$ cat src/rtl/cpu_pkg.sv
// Shared definitions for the multi-cycle processor control path:
// FSM state encodings, opcode numbers, ALU selects and mux encodings.
package cpu_pkg;

    // Opcode field width (instr[31:26])
    localparam int OPW = 6;

    // FSM state encoding (3-bit, FETCH must be zero)
    localparam logic [2:0] ST_FETCH   = 3'd0;
    localparam logic [2:0] ST_DECODE  = 3'd1;
    localparam logic [2:0] ST_EXEC    = 3'd2;
    localparam logic [2:0] ST_MEM     = 3'd3;
    localparam logic [2:0] ST_WB      = 3'd4;
    localparam logic [2:0] ST_WB_BASE = 3'd5;
    localparam logic [2:0] ST_TRAP    = 3'd6;

    // Opcodes
    localparam logic [5:0] OP_OR     = 6'd0;
    localparam logic [5:0] OP_ADD    = 6'd1;
    localparam logic [5:0] OP_SUB    = 6'd2;
    localparam logic [5:0] OP_CMP    = 6'd3;
    localparam logic [5:0] OP_ORI    = 6'd4;
    localparam logic [5:0] OP_ADDI   = 6'd5;
    localparam logic [5:0] OP_LW     = 6'd6;
    localparam logic [5:0] OP_SW     = 6'd7;
    localparam logic [5:0] OP_LW_POI = 6'd8;
    localparam logic [5:0] OP_SW_POI = 6'd9;
    localparam logic [5:0] OP_JMP    = 6'd10;
    localparam logic [5:0] OP_CALL   = 6'd11;
    localparam logic [5:0] OP_BZ     = 6'd12;

    // ALU operation selects: the ALU decodes the low opcode nibble directly
    localparam logic [3:0] ALU_OR   = 4'd0;
    localparam logic [3:0] ALU_ADD  = 4'd1;
    localparam logic [3:0] ALU_SUB  = 4'd2;
    localparam logic [3:0] ALU_CMP  = 4'd3;

    // PC source mux
    localparam logic [1:0] PC_SRC_INC = 2'd0;
    localparam logic [1:0] PC_SRC_ALU = 2'd1;
    localparam logic [1:0] PC_SRC_RET = 2'd2;

    // Register-file write-back mux
    localparam logic [1:0] WB_SEL_ALU = 2'd0;
    localparam logic [1:0] WB_SEL_MEM = 2'd1;
    localparam logic [1:0] WB_SEL_PC  = 2'd2;

    // Opcodes whose second ALU operand is the sign-extended immediate
    function automatic logic uses_imm(input logic [5:0] op);
        logic r;
        case (op)
            OP_ORI, OP_ADDI, OP_LW, OP_SW, OP_LW_POI, OP_SW_POI, OP_BZ: r = 1'b1;
            default: r = 1'b0;
        endcase
        return r;
    endfunction

    // Opcodes whose memory phase is a write
    function automatic logic is_store(input logic [5:0] op);
        return (op == OP_SW) || (op == OP_SW_POI);
    endfunction

    // Opcodes whose memory phase is a read
    function automatic logic is_load(input logic [5:0] op);
        return (op == OP_LW) || (op == OP_LW_POI);
    endfunction

endpackage

$ cat src/rtl/ctrl_decode.sv
// Combinational strobe map: state + latched opcode -> datapath controls.
// Holds no state; every output defaults to 0 in states that do not drive it.
module ctrl_decode
    import cpu_pkg::*;
(
    input  logic [2:0] state,
    input  logic [5:0] op,
    input  logic       mem_ready,
    input  logic       alu_zero,
    output logic       alu_en,
    output logic [3:0] alu_control,
    output logic       alu_src_b,
    output logic       ir_write,
    output logic       pc_write,
    output logic [1:0] pc_src,
    output logic       mem_read,
    output logic       mem_write,
    output logic       addr_sel,
    output logic       reg_write,
    output logic [1:0] wb_sel
);

    // Per-state strobe generation
    always_comb begin
        alu_en      = 1'b0;
        alu_control = ALU_OR;
        alu_src_b   = 1'b0;
        ir_write    = 1'b0;
        pc_write    = 1'b0;
        pc_src      = PC_SRC_INC;
        mem_read    = 1'b0;
        mem_write   = 1'b0;
        addr_sel    = 1'b0;
        reg_write   = 1'b0;
        wb_sel      = WB_SEL_ALU;
        case (state)
            ST_FETCH: begin
                mem_read = 1'b1;
                // IR and PC+1 load only on the cycle the fetch completes
                if (mem_ready) begin
                    ir_write = 1'b1;
                    pc_write = 1'b1;
                end else begin
                    ir_write = 1'b0;
                    pc_write = 1'b0;
                end
            end
            ST_EXEC: begin
                alu_en      = 1'b1;
                alu_control = op[3:0];
                alu_src_b   = uses_imm(op);
                case (op)
                    OP_JMP, OP_CALL: begin
                        pc_write = 1'b1;
                        pc_src   = PC_SRC_ALU;
                    end
                    OP_BZ: begin
                        // Zero flag is valid this cycle since the ALU is combinational
                        pc_write = alu_zero;
                        pc_src   = PC_SRC_ALU;
                    end
                    default: begin
                        pc_write = 1'b0;
                    end
                endcase
            end
            ST_MEM: begin
                addr_sel = 1'b1;
                if (is_store(op)) begin
                    mem_write = 1'b1;
                end else begin
                    mem_read = 1'b1;
                end
            end
            ST_WB: begin
                reg_write = 1'b1;
                if (is_load(op)) begin
                    wb_sel = WB_SEL_MEM;
                end else if (op == OP_CALL) begin
                    wb_sel = WB_SEL_PC;
                end else begin
                    wb_sel = WB_SEL_ALU;
                end
            end
            ST_WB_BASE: begin
                // Post-increment base register update
                reg_write = 1'b1;
                wb_sel    = WB_SEL_ALU;
            end
            default: begin
                // DECODE and TRAP drive no strobes
                alu_en = 1'b0;
            end
        endcase
    end

endmodule

$ cat src/rtl/multicycle_ctrl.sv
// Multi-cycle processor main control FSM.
// FETCH -> DECODE -> EXEC -> [MEM] -> [WB] -> [WB_BASE] -> FETCH.
// Optional feature macro: CTRL_ILLEGAL_TRAP_EN (opcodes > 12 trap and set the
// sticky illegal_op flag; otherwise they are treated as a NOP).
module multicycle_ctrl
    import cpu_pkg::*;
#(
    parameter int OPW = 6
) (
    input  logic           clk,
    input  logic           reset,
    input  logic [OPW-1:0] opcode,
    input  logic           mem_ready,
    input  logic           alu_zero,
    output logic           alu_en,
    output logic [3:0]     alu_control,
    output logic           alu_src_b,
    output logic           ir_write,
    output logic           pc_write,
    output logic [1:0]     pc_src,
    output logic           mem_read,
    output logic           mem_write,
    output logic           addr_sel,
    output logic           reg_write,
    output logic [1:0]     wb_sel,
    output logic           illegal_op
);

    logic [2:0]     state_r;
    logic [2:0]     next_state_s;
    logic [OPW-1:0] op_q;
    logic           illegal_op_r;
    logic           op_illegal_s;

    logic       d_alu_en_s;
    logic [3:0] d_alu_control_s;
    logic       d_alu_src_b_s;
    logic       d_ir_write_s;
    logic       d_pc_write_s;
    logic [1:0] d_pc_src_s;
    logic       d_mem_read_s;
    logic       d_mem_write_s;
    logic       d_addr_sel_s;
    logic       d_reg_write_s;
    logic [1:0] d_wb_sel_s;

    // The legality check looks at the live opcode so DECODE can branch the
    // same cycle op_q is loaded.
    assign op_illegal_s = (opcode > OPW'(OP_BZ));

    // State and opcode registers
    always_ff @(posedge clk or posedge reset) begin
        if (reset) begin
            state_r <= ST_FETCH;
            op_q    <= '0;
        end else begin
            state_r <= next_state_s;
            if (state_r == ST_DECODE) begin
                op_q <= opcode;
            end
        end
    end

`ifdef CTRL_ILLEGAL_TRAP_EN
    // Sticky illegal-opcode flag, cleared only by reset
    always_ff @(posedge clk or posedge reset) begin
        if (reset) begin
            illegal_op_r <= 1'b0;
        end else if ((state_r == ST_DECODE) && op_illegal_s) begin
            illegal_op_r <= 1'b1;
        end
    end
`else
    // Trap disabled: flag is permanently clear
    always_comb begin
        illegal_op_r = 1'b0;
    end
`endif

    // Next-state sequencing
    always_comb begin
        next_state_s = ST_FETCH;
        case (state_r)
            ST_FETCH: begin
                if (mem_ready) begin
                    next_state_s = ST_DECODE;
                end else begin
                    next_state_s = ST_FETCH;
                end
            end
            ST_DECODE: begin
                if (op_illegal_s) begin
`ifdef CTRL_ILLEGAL_TRAP_EN
                    next_state_s = ST_TRAP;
`else
                    next_state_s = ST_FETCH;
`endif
                end else begin
                    next_state_s = ST_EXEC;
                end
            end
            ST_EXEC: begin
                case (6'(op_q))
                    OP_OR, OP_ADD, OP_SUB, OP_CMP, OP_ORI, OP_ADDI, OP_CALL:
                        next_state_s = ST_WB;
                    OP_LW, OP_SW, OP_LW_POI, OP_SW_POI:
                        next_state_s = ST_MEM;
                    default:
                        next_state_s = ST_FETCH;
                endcase
            end
            ST_MEM: begin
                if (!mem_ready) begin
                    next_state_s = ST_MEM;
                end else begin
                    case (6'(op_q))
                        OP_LW, OP_LW_POI: next_state_s = ST_WB;
                        OP_SW_POI:        next_state_s = ST_WB_BASE;
                        default:          next_state_s = ST_FETCH;
                    endcase
                end
            end
            ST_WB: begin
                if (6'(op_q) == OP_LW_POI) begin
                    next_state_s = ST_WB_BASE;
                end else begin
                    next_state_s = ST_FETCH;
                end
            end
            ST_WB_BASE: next_state_s = ST_FETCH;
            ST_TRAP:    next_state_s = ST_TRAP;
            default:    next_state_s = ST_FETCH;
        endcase
    end

    ctrl_decode u_decode (
        .state       (state_r),
        .op          (6'(op_q)),
        .mem_ready   (mem_ready),
        .alu_zero    (alu_zero),
        .alu_en      (d_alu_en_s),
        .alu_control (d_alu_control_s),
        .alu_src_b   (d_alu_src_b_s),
        .ir_write    (d_ir_write_s),
        .pc_write    (d_pc_write_s),
        .pc_src      (d_pc_src_s),
        .mem_read    (d_mem_read_s),
        .mem_write   (d_mem_write_s),
        .addr_sel    (d_addr_sel_s),
        .reg_write   (d_reg_write_s),
        .wb_sel      (d_wb_sel_s)
    );

    // Output gating: reset forces every strobe low at once, so an in-flight
    // register write or memory access is cut off without waiting for a clock.
    always_comb begin
        if (reset) begin
            alu_en      = 1'b0;
            alu_control = 4'd0;
            alu_src_b   = 1'b0;
            ir_write    = 1'b0;
            pc_write    = 1'b0;
            pc_src      = 2'd0;
            mem_read    = 1'b0;
            mem_write   = 1'b0;
            addr_sel    = 1'b0;
            reg_write   = 1'b0;
            wb_sel      = 2'd0;
            illegal_op  = 1'b0;
        end else begin
            alu_en      = d_alu_en_s;
            alu_control = d_alu_control_s;
            alu_src_b   = d_alu_src_b_s;
            ir_write    = d_ir_write_s;
            pc_write    = d_pc_write_s;
            pc_src      = d_pc_src_s;
            mem_read    = d_mem_read_s;
            mem_write   = d_mem_write_s;
            addr_sel    = d_addr_sel_s;
            reg_write   = d_reg_write_s;
            wb_sel      = d_wb_sel_s;
            illegal_op  = illegal_op_r;
        end
    end

endmodule

$ cat config.mk
export PLATFORM = sky130hd
export DESIGN_NAME = multicycle_ctrl
export DESIGN_NICKNAME = d
export VERILOG_FILES = /design/src/rtl/cpu_pkg.sv /design/src/rtl/ctrl_decode.sv /design/src/rtl/multicycle_ctrl.sv
export SDC_FILE = /design/constraint.sdc
export NUM_CORES = 1
export LEC_CHECK = 0
export BUFFER_PORTS_ARGS = -buffer_cell sky130_fd_sc_hd__buf_2
export CORE_MARGIN = 5
export CORE_UTILIZATION = 54
export CTS_CLUSTER_DIAMETER = 80
export DETAILED_ROUTE_END_ITERATION = 8
export GPL_ROUTABILITY_DRIVEN = 0
export PLACE_DENSITY = 0.83
export SYNTH_ARGS = -nofsm -noshare
export SYNTH_HDL_FRONTEND = slang
export SYNTH_HIERARCHICAL = 1
export SYNTH_SLANG_ARGS = --single-unit
$ cat constraint.sdc
create_clock -name clk -period 2.75 [get_ports clk]
set_clock_uncertainty 0.15 [all_clocks]
set_input_delay 0.1375 -clock clk [delete_from_list [all_inputs] [get_ports clk]]
set_output_delay 0.1375 -clock clk [all_outputs]
set_load 0.005 [all_outputs]
== After elaboration in Yosys (flattened, before gate mapping) ==
Memory sizes are Yosys's and may differ from the RTL's.
Index checks and enable logic that the tools add are counted.
Storage, ports and cells
  flip-flop bits (word level): 9
  memory bits (read-only): 48
  output and inout bits: 17
  word-level logic and storage cells: 65
  memories: 1
Memory list
  (no name shown): words 16, bits a word 3, read ports 1, clocked after memory_dff 0, write ports 0, line multicycle_ctrl.sv:103  | case (6'(op_q))
Operators by class
  $lt $le $gt $ge: 1
  equality and inequality tests: 15
  mux-type cells: 37
  reductions and logical operators: 9
Operator list (number)
  6-bit by 4-bit equality test with 1-bit output, second input constant: 5
  6-bit by 3-bit equality test with 1-bit output, second input constant: 4
  1-bit two-way mux: 20
  3-bit one-hot mux with 6 select lines: 1
  2-bit two-way mux: 7
  3-bit equality test, second input constant: 3
  3-bit two-way mux: 3
  4-bit two-way mux: 2
  7-bit OR reduction: 1
  3-bit by 2-bit equality test with 1-bit output, second input constant: 2
  6-bit by 4-bit > comparator with 1-bit output, second input constant: 1
  1-bit one-hot mux with 2 select lines: 3
  3-bit one-hot mux with 2 select lines: 1
  2-bit OR reduction: 3
  3-bit by 1-bit equality test with 1-bit output, second input constant: 1
  3-bit logical NOT: 1
  3-bit OR reduction: 1
  2-bit logical NOT: 1
  1-bit logical OR: 2

== Logic depth before layout (Yosys ltp) ==
Gate-level depths: netlist of run 1.
  depth after elaboration: 5
  gate-level depth with buffers: 4

== Modules after synthesis ==
The synthesis of run 1 kept the hierarchy.
Modules (own cells, without submodules)
  multicycle_ctrl: times used 1, cells an instance 66, area each 626.9 um2, seq. area each 225.2 um2
  ctrl_decode: times used 1, cells an instance 36, area each 247.7 um2, seq. area each 0.0 um2

== Least setup slack after synthesis of run 1 ==
No wires, ideal clock.
  path kind: register to output
  from: register state_r[2]
  to: output port pc_write
  data arrival time: 1459 ps
  data required time: 2463 ps
  setup slack: 1003 ps
  stages on the path, launching flop included: 5
  path buffers: 0
  path through: dfrtp_1 nor3b_4 o2111ai_2 a2111oi_1 nor2b_1
Between the ends
  cells in the longest elaborated chain, start to end: 3
  elaborated cells on any way between the ends: 4
  those cells by class: 1 x eq/ne; 2 x mux; 1 x reduce/logical
RTL lines
  from (decl): line multicycle_ctrl.sv:29  | logic [2:0] state_r;
  from (signal assigned): line multicycle_ctrl.sv:57  | state_r <= next_state_s;
  3-bit by 2-bit equality test with 1-bit output / 3-bit logical NOT (equally long branches): line ctrl_decode.sv:36  | case (state)
  1-bit one-hot mux with 2 select lines (*): line ctrl_decode.sv:36
  named net d_pc_write_s: line multicycle_ctrl.sv:39  | logic d_pc_write_s;
  1-bit two-way mux (*): line multicycle_ctrl.sv:157  | if (reset) begin
  to (decl): line multicycle_ctrl.sv:19  | output logic pc_write,
The timed path passes the listed nets; every way through them passes the cells marked *.

== Worst setup path after layout of run 1 ==
Same ends and word-level chain as after synthesis.

==> impl_metrics.tcl, run 1 <==
set metrics [dict create \
    clk_pin_slew_ps 60 \
    rsz0062_at_grt "false" \
    cts_root_buf "clkbuf_4" \
    fin_crit_sh_pct 82.6 \
    synth.area.top_cells "dfrtp_1 26%, nor2b_1 13%, mux2_2 5.2%" \
    synthArstFlopShare_pct 100 \
    busiest_layer "met2" \
    grt_usage_pct 18.4 \
    synth_edf_count 0 \
    fin_crit_ps 2270 \
    cp_max_fo 13 \
    cp.required_ps 2460 \
    finalSetupTns_ps 0 \
    peakVddDrop_mv 0.530 \
    maxSlewHeadroom_pct 60.1 \
    use_met1_pct 21.2 \
    core_um2 1520 \
    routed_wl_um 2180 \
    drt-initial-drc-count 30 \
    vias 843 \
    met2_usage_pct 33.7 \
    synth.avg_cell_area_um2 8.57 \
    total_power_mw 0.601 \
    p_sw_mw 0.256 \
    postCtsSetupRepairBufs 0 \
    hp-class "in2reg" \
    critPathArrivalTime_ps 1980 \
    fillers 125 \
    post_cts_resized 0 \
    max_freq_mhz 440 \
    boundaryPins 27 \
    clock_path_buffers 2 \
    syn_nets 112 \
    antenna_found_initial 0 \
    cts_hold_buf 7 \
    mostFrequentLayoutCells "24 x buf_2, 18 x nor2b_1, 9 x dfrtp_1" \
    power_density_nw_per_um2 550 \
    io_buffers 24 \
    grt_pass1_wl_um 3690 \
    route.detailed.drc 0 \
    power_frac_seq_pct 45.4 \
    status "finished clean" \
    final_nets 145 \
    maxSlewViolCount 0 \
    cts_max_level 1 \
    yosys.area.top_type_share_pct 25.8 \
    yosysWarningCount 6 \
    hold_violations 0 \
    ys_seq_area_share_pct 25.8 \
    avgRoutedWirePerCell_um 14.5 \
    initial_core_util_pct 57.4 \
    path_class "reg2out" \
    synthCells 102 \
    synth_ff_type "dfrtp_1" \
    grt_start_max_net_pins 18 \
    combinationalPowerShare_pct 38.0 \
    synth.distinct_cells 41 \
    end_kind "output pin" \
    insertion_delay_ps 260 \
    swShare_pct 42.6 \
    cts_tree "done" \
    cts_sinks 9 \
    die_h_um 50.2 \
    cts_buffers 3 \
    ys_seq_elements 9 \
    drive_gt1_share_pct 35.1 \
    maxCapViolCount 0 \
    yosys.area.top_type "dfrtp_1" \
    synthesis.area_um2 875 \
    grt-ovfl-total 0 \
    syn2layout_area_growth_pct 24.9 \
    gr-usage-met3_pct 2.96 \
    viasPerCell 5.62 \
    cp-start-kind "flip-flop" \
    power_frac_clock_pct 16.6 \
    max_slew.worst_pin.slew_ps 596 \
    drtAntennaViolNets 0 \
    dp_hpwl_um 1480 \
    p_int_mw 0.345 \
    firstDrtPassIters 4 \
    mostFrequentLayoutCell "buf_2" \
    setup-violations-final 0 \
    grt_pass1_vias 787 \
    die_area_um2 2520 \
    die_w_um 50.2 \
    n_antenna_cell 0 \
    row_count 14 \
    leakage_nw 0.538 \
]
synthesized netlist by cell type (2+ instances only):
| master | number |
|---|---|
| and2_2 | 4 |
| and3b_1 | 3 |
| buf_4 | 2 |
| conb_1 | 2 |
| dfrtp_1 | 9 |
| inv_1 | 6 |
| mux2_2 | 4 |
| nand2_1 | 8 |
| nand3_1 | 2 |
| nand3b_1 | 2 |
| nor2_1 | 6 |
| nor2b_1 | 18 |
| nor3_1 | 2 |
| nor3b_1 | 2 |
| nor3b_2 | 2 |
| o211ai_1 | 2 |
| o21ai_0 | 4 |
metal layers:
layer / part of all wire (%) / vias up
li1: - / 426
met1: 40 / 375
met2: 53 / 38
met3: 6.4 / 4
met4: 1.2 / 0
met5: 0 / -
cell families (layout without fill, tap and decap cells):
family	after synthesis	in the layout	share of synthesized area [%]
AO/OA/AOI/OAI	19	19	18.5
buffers and inverters	9	41	4.72
other	2	2	0.859
multiplexers	5	5	6.29
flip-flops	9	9	25.8
AND/OR/NAND/NOR	58	58	43.9
final timing paths:
check / startpoint / endpoint / slack [ps] / depth (start not counted)
max in group asynchronous: reset / state_r[1]$_DFF_PP0_ / 1840 / 3
min in group asynchronous: reset / op_q[2]$_DFFE_PP0P_ / 360 / 3
worst max-delay path: state_r[2]$_DFF_PP0_ / pc_write / 480 / 5
worst min-delay path: mem_ready / state_r[1]$_DFF_PP0_ / 190 / 4
worst min register to register: op_q[4]$_DFFE_PP0P_ / op_q[4]$_DFFE_PP0P_ / 460 / 1
worst max register to register: state_r[2]$_DFF_PP0_ / state_r[2]$_DFF_PP0_ / 890 / 4
state kept, by name, indices dropped and copies added (netlist names):
register / count
op_q: 6
state_r: 3
critical path, cell delays in order, from the launching register on:
cell and delay, ps:
dfrtp_1 540, nor3b_4 350, o2111ai_2 160, a2111oi_1 390, nor2b_1 170, buf_2 120
final cells by class:
cell class	count	area (µm²)	share of cell area, %
Multi-Input combinational cell	84	608	55.7
Sequential cell	9	225	20.6
Timing Repair Buffer	31	190	17.4
Clock buffer	4	26.3	2.41
Inverter	6	22.5	2.06
Tap cell	16	20.0	1.83
power by group through the flow:
stage | clock, mW | sequential (mW) | combinational, mW
5_1_grt | 0.110 | 0.284 | 0.252
6_report | 0.100 | 0.273 | 0.228
4_1_cts | 0.103 | 0.270 | 0.222
3_3_place_gp | 0 | 0.270 | 0.208
2_1_floorplan | 0 | 0.247 | 0.171
3_5_place_dp | 0 | 0.271 | 0.212
through the flow:
step	cells	instance area, µm²	setup slack, ps	hold slack (ps)	util (%)
floorplan	102	875	1000	28.6	-
global placement	139	996	811	87.0	65.4
detailed placement	139	996	775	101	65.4
CTS	150	1090	471	180	71.7
global route	150	1090	312	224	71.7
finish	150	1090	479	187	71.7
No activity file was read; power rests on OpenSTA's default activity.
==> inputs of run 2 (changes only) <==
--- a/config.mk
+++ b/config.mk
@@ -7,11 +7,11 @@
 export LEC_CHECK = 0
 export BUFFER_PORTS_ARGS = -buffer_cell sky130_fd_sc_hd__buf_2
 export CORE_MARGIN = 5
-export CORE_UTILIZATION = 54
+export CORE_UTILIZATION = 50
 export CTS_CLUSTER_DIAMETER = 80
 export DETAILED_ROUTE_END_ITERATION = 8
 export GPL_ROUTABILITY_DRIVEN = 0
-export PLACE_DENSITY = 0.83
+export PLACE_DENSITY = 0.77
 export SYNTH_ARGS = -nofsm -noshare
 export SYNTH_HDL_FRONTEND = slang
 export SYNTH_HIERARCHICAL = 1
==> constraint.sdc (replaced) <==
create_clock -name clk -period 2.2 [get_ports clk]
set_clock_uncertainty 0.15 [all_clocks]
set_input_delay 0.11 -clock clk [delete_from_list [all_inputs] [get_ports clk]]
set_output_delay 0.11 -clock clk [all_outputs]
set_load 0.005 [all_outputs]
==> impl_metrics.tcl, run 2 (synthesis results as in run 1) <==
set metrics [dict create \
    grt-ovfl-total 0 \
    clock_path_buffers 2 \
    hp-class "in2reg" \
    cts_buffers 3 \
    cp-start-kind "flip-flop" \
    slowest_stage "dfrtp_1" \
    drtAntennaViolNets 0 \
    drt-initial-drc-count 16 \
    critPathBufInv 1 \
    max_slew.worst_pin.slew_ps 552 \
    regMostFlops "op_q" \
    final_cell_area_um2 1130 \
    syn2layout_area_growth_pct 29.8 \
    mostFrequentLayoutCells "24 x buf_2, 18 x nor2b_1, 8 x nand2_1" \
    cp_cell_sequence "and3b_1 -> a221oi_1 -> a2111oi_2 -> nor2b_1 -> buf_2" \
    path_class "reg2out" \
    grt_usage_pct 15.0 \
    post-place-ws_ps 220 \
    io_buffers 24 \
    critPathArrivalTime_ps 1840 \
    insertion_delay_ps 260 \
    setup-violations-final 0 \
    maxSlewHeadroom_pct 63.0 \
    routed_wl_um 1990 \
    maxCapViolCount 0 \
    fin_crit_ps 2100 \
    end_kind "output pin" \
    avgRoutedWirePerCell_um 12.9 \
    final_nets 148 \
    initial_core_util_pct 51.8 \
    peakVddDrop_mv 0.624 \
    grt_pass1_wl_um 3030 \
    mostFrequentLayoutCell "buf_2" \
    drive_gt1_share_pct 42.3 \
    placed_cell_area_um2 1010 \
    seqCellArea_um2 230 \
    fillers 161 \
    hold_violations 0 \
    cts_tree "done" \
    timing.hold.ws_ps 142 \
    cts_sinks 9 \
    vias 842 \
    cp.required_ps 1940 \
    die_area_um2 2690 \
    grt_pass1_vias 708 \
    status "finished clean" \
    largestRegisters "op_q (6), state_r (3)" \
    leakage_nw 0.554 \
    route.detailed.drc 0 \
    multi_input_area_um2 621 \
    fin_crit_sh_pct 95.3 \
    die_h_um 51.8 \
    firstDrtPassIters 4 \
    power_density_nw_per_um2 690 \
    crit_path_max_incr_delay_ps 570 \
    cts_root_buf "clkbuf_4" \
    cp_max_fo 12 \
    antenna_found_initial 0 \
    viasPerCell 5.47 \
    row_count 15 \
    clk_pin_slew_ps 60 \
    maxSlewViolCount 0 \
    fin_ws_ps 103 \
    max_freq_mhz 477 \
    grt_start_max_net_pins 18 \
    dp_hpwl_um 1440 \
    cts_max_level 1 \
    largest_register_ffs 6 \
    boundaryPins 27 \
    die_w_um 51.8 \
    crit_family "flip-flops" \
    core_um2 1690 \
    n_antenna_cell 0 \
]
[run 2: worst min-delay path, stage by stage]
cell	delay (ps)
buf_2	130
nand2b_4	70
a211o_2	110
o311ai_1	90
[run 2: cell type report]
cell class,instances,area share [%]
multi-input combinational,84,54.7
sequential,9,20.3
clock buffer,3,1.98
clock inverter,1,0.441
timing repair buffer,34,18.7
tap,17,1.87
inverter,6,1.98
[run 2: what timing repair did]
action / 4_1_cts / 5_1_grt
endpoints found under the setup margin: 1 / 1
hold buffers: 7 / 0
setup buffers: 1 / 0
hold endpoints to repair: 15 / 0
resized for setup: 2 / 5
[run 2: report_power, final]
group	internal, mW	switching, mW	leakage [nW]
clock	0.0672	0.0608	0.0177
combinational	0.163	0.158	0.430
sequential	0.219	0.115	0.106
[run 2: final timing paths]
path / startpoint / end / slack, ps / cells past startpoint
worst max-delay path: op_q[3]$_DFFE_PP0P_ / pc_write / 100 / 5
worst min-delay path: mem_ready / state_r[0]$_DFF_PP0_ / 140 / 4
worst max register to register: state_r[2]$_DFF_PP0_ / state_r[2]$_DFF_PP0_ / 380 / 5
worst min register to register: op_q[5]$_DFFE_PP0P_ / op_q[5]$_DFFE_PP0P_ / 480 / 1
max in group asynchronous: reset / state_r[0]$_DFF_PP0_ / 1290 / 3
min in group asynchronous: reset / state_r[2]$_DFF_PP0_ / 330 / 3
[run 2: layer usage]
| layer | vias up | global-route usage, % | routed length [µm] |
|---|---|---|---|
| met3 | 4 | 1.72 | 68 |
| met5 | - | 0 | 0 |
| li1 | 437 | - | - |
| met4 | 0 | 6.55 | 26 |
| met1 | 378 | 18.0 | 916 |
| met2 | 23 | 26.6 | 981 |
[run 2: through the flow]
step	util (%)	std cells	power, mW	TNS [ps]
finish	67.2	154	0.783	0
global route	67.2	154	0.844	-54.9
CTS	66.5	154	0.771	0
detailed placement	59.9	142	0.622	0
global placement	59.9	142	0.611	0
floorplan	-	102	0.522	0
